`src/rtl/ccd_timing_gen.sv`:
```
// ccd_timing_gen: multi-channel programmable clock/strobe generator with shadowed config and stretched reset
module ccd_timing_gen #(
  parameter int NCH = 4,
  parameter int CW = 8,
  parameter int RST_CYC = 1048575,
  localparam int CHW = (NCH > 1) ? $clog2(NCH) : 1
) (
  input  logic           clk,
  input  logic           rst,
  input  logic           enable,
  input  logic           resync,
  input  logic           cfg_wr,
  input  logic [CHW-1:0] cfg_ch,
  input  logic [CW-1:0]  cfg_period,
  input  logic [CW-1:0]  cfg_rise,
  input  logic [CW-1:0]  cfg_fall,
  output logic [NCH-1:0] ch_out,
  output logic [NCH-1:0] wrap,
  output logic [NCH-1:0] cfg_pending,
  output logic           rst_out
);
  localparam int RW = $clog2(RST_CYC + 1);
  localparam logic [RW-1:0] RST_MAX = RW'(RST_CYC);
  logic [NCH-1:0][CW-1:0] cnt_q, cnt_d, act_p_q, act_r_q, act_f_q, sh_p_q, sh_r_q, sh_f_q;
  logic [NCH-1:0] pend_q, ch_out_q, wrap_q, wr_hit, apply, restart, win;
  logic [RW-1:0] rcnt_q;
  logic rst_out_q;
  assign ch_out = ch_out_q;
  assign wrap = wrap_q;
  assign cfg_pending = pend_q;
  assign rst_out = rst_out_q;
  // Per-channel write decode, config-apply points, next count and window comparison
  always_comb begin
    wr_hit = '0;
    apply = '0;
    restart = '0;
    win = '0;
    cnt_d = '0;
    for (int i = 0; i < NCH; i++) begin
      wr_hit[i] = cfg_wr && cfg_ch == CHW'(i);
      restart[i] = !enable || resync || cnt_q[i] == act_p_q[i];
      apply[i] = pend_q[i] && restart[i];
      cnt_d[i] = restart[i] ? '0 : cnt_q[i] + 1'b1;
      win[i] = (act_r_q[i] < act_f_q[i]) ? (cnt_q[i] >= act_r_q[i] && cnt_q[i] < act_f_q[i]) :
               (act_r_q[i] > act_f_q[i]) ? (cnt_q[i] >= act_r_q[i] || cnt_q[i] < act_f_q[i]) : 1'b0;
    end
  end
  // Channel state: counters, active/shadow configs, pending flags and registered outputs
  always_ff @(posedge clk) begin
    if (rst) begin
      cnt_q <= '0;
      act_p_q <= '0;
      act_r_q <= '0;
      act_f_q <= '0;
      sh_p_q <= '0;
      sh_r_q <= '0;
      sh_f_q <= '0;
      pend_q <= '0;
      ch_out_q <= '0;
      wrap_q <= '0;
    end else begin
      for (int i = 0; i < NCH; i++) begin
        cnt_q[i] <= cnt_d[i];
        if (apply[i]) begin
          act_p_q[i] <= sh_p_q[i];
          act_r_q[i] <= sh_r_q[i];
          act_f_q[i] <= sh_f_q[i];
        end
        if (wr_hit[i]) begin
          sh_p_q[i] <= cfg_period;
          sh_r_q[i] <= cfg_rise;
          sh_f_q[i] <= cfg_fall;
        end
        pend_q[i] <= wr_hit[i] || (pend_q[i] && !apply[i]);
        ch_out_q[i] <= enable && act_p_q[i] != '0 && win[i];
        wrap_q[i] <= enable && act_p_q[i] != '0 && cnt_q[i] == '0;
      end
    end
  end
  // Reset stretcher: high during rst and for RST_CYC cycles after, counter saturates
  always_ff @(posedge clk) begin
    if (rst) begin
      rcnt_q <= '0;
      rst_out_q <= 1'b1;
    end else begin
      rcnt_q <= (rcnt_q < RST_MAX) ? rcnt_q + 1'b1 : rcnt_q;
      rst_out_q <= rcnt_q < RST_MAX;
    end
  end
endmodule

```
`config.mk`:
```
export PLATFORM = sky130hd
export DESIGN_NAME = ccd_timing_gen
export DESIGN_NICKNAME = d
export VERILOG_FILES = /design/src/rtl/ccd_timing_gen.sv
export SDC_FILE = /design/constraint.sdc
export NUM_CORES = 1
export LEC_CHECK = 0
export CORE_ASPECT_RATIO = 0.5
export CORE_MARGIN = 8
export CORE_UTILIZATION = 45
export CTS_CLUSTER_DIAMETER = 200
export DETAILED_ROUTE_END_ITERATION = 10
export GPL_TIMING_DRIVEN = 0
export PLACE_DENSITY = 0.65
export SLEW_MARGIN = 20
export SYNTH_ARGS = -nofsm -noshare
export SYNTH_HDL_FRONTEND = slang
export SYNTH_SLANG_ARGS = --single-unit
```
`constraint.sdc`:
```
create_clock -name clk -period 1.9 [get_ports clk]
set_input_delay 0.38 -clock clk [delete_from_list [all_inputs] [get_ports clk]]
set_output_delay 0.38 -clock clk [all_outputs]
set_load 0.05 [all_outputs]
```
* After elaboration in Yosys (flattened, before gate mapping)
Cells that the tools add are included.
Widths: inputs -> output; s select.
** Word-level totals
- Input port bits :: 31
- Word-level logic and storage cells :: 129
- Output and inout bits :: 13
- Flip-flop bits (word level) :: 257
** Cells by class
- Reduce and logical (&&, ||, !) cells :: 59
- Muxes and demuxes :: 8
- Order comparisons :: 17
- Add/sub/neg operators :: 5
- Equality and inequality tests :: 7
** Operator list (number)
- $lt 8x8->1 :: 8
- $add 8x1->8 const B :: 4
- $eq 8x8->1 :: 4
- $ge 8x8->1 :: 4
- $gt 8x8->1 :: 4
- $logic_not 8->1 :: 4
- $reduce_bool 8->1 :: 4
- $logic_and 1x1->1 :: 28
- $add 20x1->20 const B :: 1
- $lt 20x20->1 const B :: 1
- $logic_or 1x1->1 :: 13
- $mux 1 :: 8
- $reduce_or 2->1 :: 4
- $logic_not 1->1 :: 5
- $eq 2x2->1 const B :: 2
- $eq 2x1->1 const B :: 1
- $logic_not 2->1 :: 1

* Logic depth before layout (Yosys ltp)
- Depth in word-level cells :: 7
- Depth in mapped cells :: 8
- Gate-level depth less buffers :: 8

* Least setup slack after synthesis
Ideal clock, no wire load.
- Path type :: flip-flop to flip-flop
- Start :: reg rcnt_q[0]
- End :: reg rcnt_q[10]
- Library setup time :: 0.128 ns
- Path buffers :: 0
- Path slack :: 0.031 ns
- Data required time :: 1.772 ns
- Clock period less this slack :: 1.869 ns
- Stages on the path, launching flop included :: 8
- Arrival time :: 1.741 ns
- Cell sequence :: dfxtp_1 -> ha_1 -> inv_1 -> nor4_4 -> nand4_4 -> nor3b_1 -> xnor2_1 -> nor2_1
** On the way
- Longest elaborated chain between the ends :: 1
- Elaborated cells between the ends (all ways) :: 2
- Classes of those cells :: add/sub (1); order compare (1)
** Ends and longest elaborated chain
- start: declaration :: RTL line 26 : logic [RW-1:0] rcnt_q;
- start signal: assignment :: RTL line 86 : rcnt_q <= (rcnt_q < RST_MAX) ? rcnt_q + 1'b1 : rcnt_q;
- $add 20x1->20 or $lt 20x20->1 (tied branches) :: RTL line 86
Several ways; a longest one is shown, not always the timed one.
A chain may end at the register's enable or synchronous reset.

* Worst setup path in the final report
- Start :: reg cnt_q[0] in the netlist's numbering
- End :: reg ch_out_q[0], in the netlist ch_out[0]
** On the way
- Longest elaborated chain between the ends :: 5
- Elaborated cells between the ends (all ways) :: 7
- Classes of those cells :: order compare (2); mux (2); reduce/logical (3)
** Ends and longest elaborated chain
- start: declaration :: RTL line 24 : logic [NCH-1:0][CW-1:0] cnt_q, cnt_d, act_p_q, act_r_q, act_f_q, sh_p_q, sh_r_q, sh_f_q;
- start signal: indexed assignment :: RTL line 63 : cnt_q[i] <= cnt_d[i];
- $ge 8x8->1 or $lt 8x8->1 (tied branches) :: RTL line 44, 45
- $logic_or 1x1->1 :: RTL line 45 : (act_r_q[i] > act_f_q[i]) ? (cnt_q[i] >= act_r_q[i] || cnt_q[i] < act_f_q[i]) : 1'b0;
- $mux 1 :: RTL line 45
- $mux 1 (*) :: RTL line 44 : win[i] = (act_r_q[i] < act_f_q[i]) ? (cnt_q[i] >= act_r_q[i] && cnt_q[i] < act_f_q[i]) :
- $logic_and 1x1->1 (*) :: RTL line 75 : ch_out_q[i] <= enable && act_p_q[i] != '0 && win[i];
- end signal: indexed assignment :: RTL line 75
- end: declaration :: RTL line 25 : logic [NCH-1:0] pend_q, ch_out_q, wrap_q, wr_hit, apply, restart, win;
Mark *: on every way between the ends. The rest lies on a longest branch, timed or not.

==> impl_metrics.csv <==
group,metric,value,unit
logic_synthesis,synthesis.nets,1500,
placement,gp_congestion,0.8639,
placement,dp_hpwl,23180,um
critical_path,cp.required,2.34,ns
routing,wire_per_inst,17.44,um
clock_network,holdBufCountCts,0,
pwr,cell_internal_pwr,8.640,mW
finish,layout-drive-gt1-share,8.705,%
finish,final_util,52.83,%
clock_network,numClockSinks,257,
pwr,power_leakage,6.197,nW
pwr,powerDensity,805.9,nW/um^2
clock_network,clockBufferDepth,3,
finish,antenna_cells,0,
critical_path,startpoint,"cnt_q[0]$_SDFF_PP0_",
routing,viasPerCell,5.334,
run_status,outcome,"finished clean",
pwr,seq_power_share,49.3,%
clock_network,htree_num_levels,1,
clock_network,cts_tree,"done",
clock_network,path_clk_slew,0.07,ns
pwr,p_sw_share,22.77,%
pwr,clock_power_share,45.3,%
global_routing,grt-ovfl-total,0,
placement,dpl_worst_slack,-0.9847,ns
global_routing,grt_pass1_vias,9607,
routing,num_vias,9660,
critical_path,path_class,"reg -> reg",
logic_synthesis,synth-seq-area-share,43.08,%
finish,fin_nets,1575,
critical_path,worst_r2r_path_depth,8,
timing,period_share,97.23,%
logic_synthesis,async_reset_ff_share,0,%
logic_synthesis,synth_flop_cell,"dfxtp_1",
timing,max_freq,541.3,MHz
routing,ant_nets,0,
pwr,total_power,11.19,mW
routing,drt_first_iter_violations,626,
timing,tightest_slew,0.7131,ns
finish,layout.cells.non_filler,1811,
floorplan,row_count,42,
hold_path,whs_path_depth,2,
hold_path,hp-class,"reg -> reg",
logic_synthesis,yosysWarnings,0,
critical_path,crit_path_end_kind,"flip-flop",
timing,timing.final.ws_setup,0.05265,ns
pwr,vdd_drop_max,0.7179,mV
floorplan,core_area,26280,sq um
logic_synthesis,ys_types,43,
critical_path,reg2reg_from,"cnt_q[0]$_SDFF_PP0_",
logic_synthesis,syn_area,11940,sq um
logic_synthesis,avgSynthCellArea,8.729,sq um
timing,slew_violations,0,
global_routing,grt_pass1_wl,50780,um
timing,rsz0062_at_grt,"true",
global_routing,grtUsageTotal,19.23,%
pwr,p_switching,2.547,mW
critical_path,cp_max_fo,7,
finish,seqCellArea,5207,sq um
job,drv_cap,0,
floorplan,initial_core_util,45.45,%
floorplan,fp.dieArea,32320,sq um
finish,multi_input_area,6347,sq um
routing,drc,0,
placement,placed_cells,1762,
floorplan,die_w,246.4,um
timing,finalSetupViolCount,0,
pwr,p_comb_share,5.4,%
timing,finClkSkew,0.01646,ns
clock_network,cts-root-buf,"clkbuf_16",
timing,period_needed,1.847,ns
clock_network,cts_buffers,24,
routing,firstDrtPassIters,5,
critical_path,cp.arrival,2.29,ns
logic_synthesis,ys_ff_latch,257,
logic_synthesis,synthCells,1368,
logic_synthesis,synth_edf_count,0,
critical_path,startpoint_type,"flip-flop",
timing,hold_viol,0,
clock_network,insertion_delay,0.53,ns
global_routing,antenna_found_initial,0,
routing,routed_wl,31590,um
floorplan,die_y,131.2,um
hold_path,min_from,"sh_f_q[0]$_SDFFE_PP0P_",
floorplan,ios,44,
placement,placement.io_buffers,42,
timing,relSlewSlack,52.46,%
global_routing,grt_start_max_net_pins,16,
finish,fillers,2401,
finish,syn_to_final_growth,16.24,%
power groups by stage:
stage / clock [mW] / sequential, mW / combinational [mW]
detailed placement: 0 / 5.65 / 0.577
floorplan: 0 / 5.64 / 0.313
finish: 5.06 / 5.52 / 0.604
global placement: 0 / 5.64 / 0.565
CTS: 5.14 / 5.52 / 0.591
global route: 5.36 / 5.52 / 0.655
worst max-delay path, stage by stage, from the launching register on:
cell and delay, ns:
dfxtp_2 0.41, inv_1 0.13, ha_1 0.30, inv_1 0.04, a21oi_1 0.16, a2111oi_2 0.07, o31ai_1 0.30, a21oi_1 0.13
nor3_1 0.23
cell families (layout without fill, tap and decap cells):
kind of cell / count (synthesis) / count (layout) / synth area share (%)
and+or+nand+nor: 523 / 523 / 19.37
DFF: 257 / 257 / 43.08
AOI/OAI and AO/OA: 187 / 187 / 9.074
buffers and inverters: 131 / 222 / 4.474
adders and majority gates: 101 / 101 / 10.58
muxes: 97 / 97 / 8.131
xor gates and xnor gates: 72 / 72 / 5.281
Yosys cell counts (2+ instances only):
cell,number,area share [%]
xor2_1,65,4.8
a2111oi_0,8,0.59
nor2_1,168,5.3
o21ai_0,12,0.50
clkbuf_1,46,1.4
and3_1,19,1.0
xnor2_1,7,0.51
nand3_1,34,1.4
nand4_1,22,1.2
a211oi_1,9,0.57
nand2b_1,2,0.10
inv_1,73,2.3
buf_2,4,0.17
nand4_4,2,0.36
mux2i_1,97,8.1
o31a_1,4,0.29
buf_6,2,0.19
nor4b_1,4,0.29
nor4_1,17,0.89
a21bo_2,4,0.34
nor2b_1,10,0.52
o31ai_1,4,0.25
nand3b_1,2,0.13
o32a_1,4,0.34
nor3_1,15,0.63
nor3b_1,2,0.13
ha_1,101,11
a21oi_1,131,5.5
a21boi_0,4,0.25
o211ai_1,4,0.25
dfxtp_1,257,43
buf_4,6,0.38
nand2_1,219,6.9
timing repair:
action / 4_1_cts / 5_1_grt
pin swaps: 6 / 10
buffers inserted: 7 / 4
resized for setup: 59 / 55
endpoints found under the setup margin: 176 / 109
flip-flops by register name, summed over array words and instances, names as in the netlist, 20 cells and up:
name / cells
rcnt_q: 20
act_p_q: 32
sh_p_q: 32
act_f_q: 32
sh_r_q: 32
act_r_q: 32
sh_f_q: 32
cnt_q: 32
area by class of cell:
class	instances	area share [%]
buffer	54	2.163
clock buffer	33	5.012
clock inverter	9	0.9104
inverter	73	1.974
multi-input combinational	980	45.73
sequential	257	37.52
tap	352	3.173
timing repair buffer	53	3.524
per-stage QoR:
stage | instance area [sq um] | TNS [ns] | hold slack [ns]
final | 13880 | 0 | 0.4567
after global routing | 13880 | -0.02842 | 0.4737
after CTS | 13740 | 0 | 0.4350
after detailed placement | 12800 | -144.86 | 0.4458
after global placement | 12800 | -150.01 | 0.4425
after floorplan | 11940 | 0 | 0.4357
per-layer routing:
metal	vias up	track usage [%]	part of all wire (%)
met5	-	0	0
met3	62	3.924	4.6
met4	0	5.407	2.8
met2	166	31.67	46
met1	4631	25.29	47
li1	4801	-	-
placed cells by master (no fill, tap or decap), types with 3 or more instances in the layout:
cell / netlist / layout
a2111oi_2: 0 / 3
a21boi_0: 4 / 4
buf_4: 6 / 11
dfxtp_2: 0 / 26
a21oi_1: 131 / 129
nand4_1: 22 / 22
dfxtp_4: 0 / 8
nand2_1: 219 / 219
bufinv_16: 0 / 3
nor3_1: 15 / 14
xnor2_1: 7 / 7
and3_1: 19 / 19
a2111oi_0: 8 / 3
nor2b_1: 10 / 9
xor2_1: 65 / 65
o31a_1: 4 / 4
o21ai_0: 12 / 11
dfxtp_1: 257 / 223
nand3_1: 34 / 34
buf_8: 0 / 3
clkdlybuf4s50_1: 0 / 29
clkbuf_1: 46 / 36
clkinv_2: 0 / 4
clkbuf_16: 0 / 25
nor4_1: 17 / 17
dlygate4sd2_1: 0 / 12
o211ai_1: 4 / 4
inv_1: 73 / 73
a211oi_1: 9 / 9
nor2_1: 168 / 168
mux2i_1: 97 / 97
clkbuf_2: 0 / 13
buf_6: 2 / 4
clkbuf_8: 0 / 4
ha_1: 101 / 100
o32a_1: 4 / 4
nor4b_1: 4 / 4
final timing paths:
path                                               end  slack, ns
worst min-delay path            sh_f_q[0]$_SDFFE_PP0P_       0.46
worst max-delay path              ch_out[0]$_SDFF_PP0_       0.05
worst min register to register  sh_f_q[0]$_SDFFE_PP0P_       0.46
worst max register to register    ch_out[0]$_SDFF_PP0_       0.05
Power figures use the tool's default switching activity.
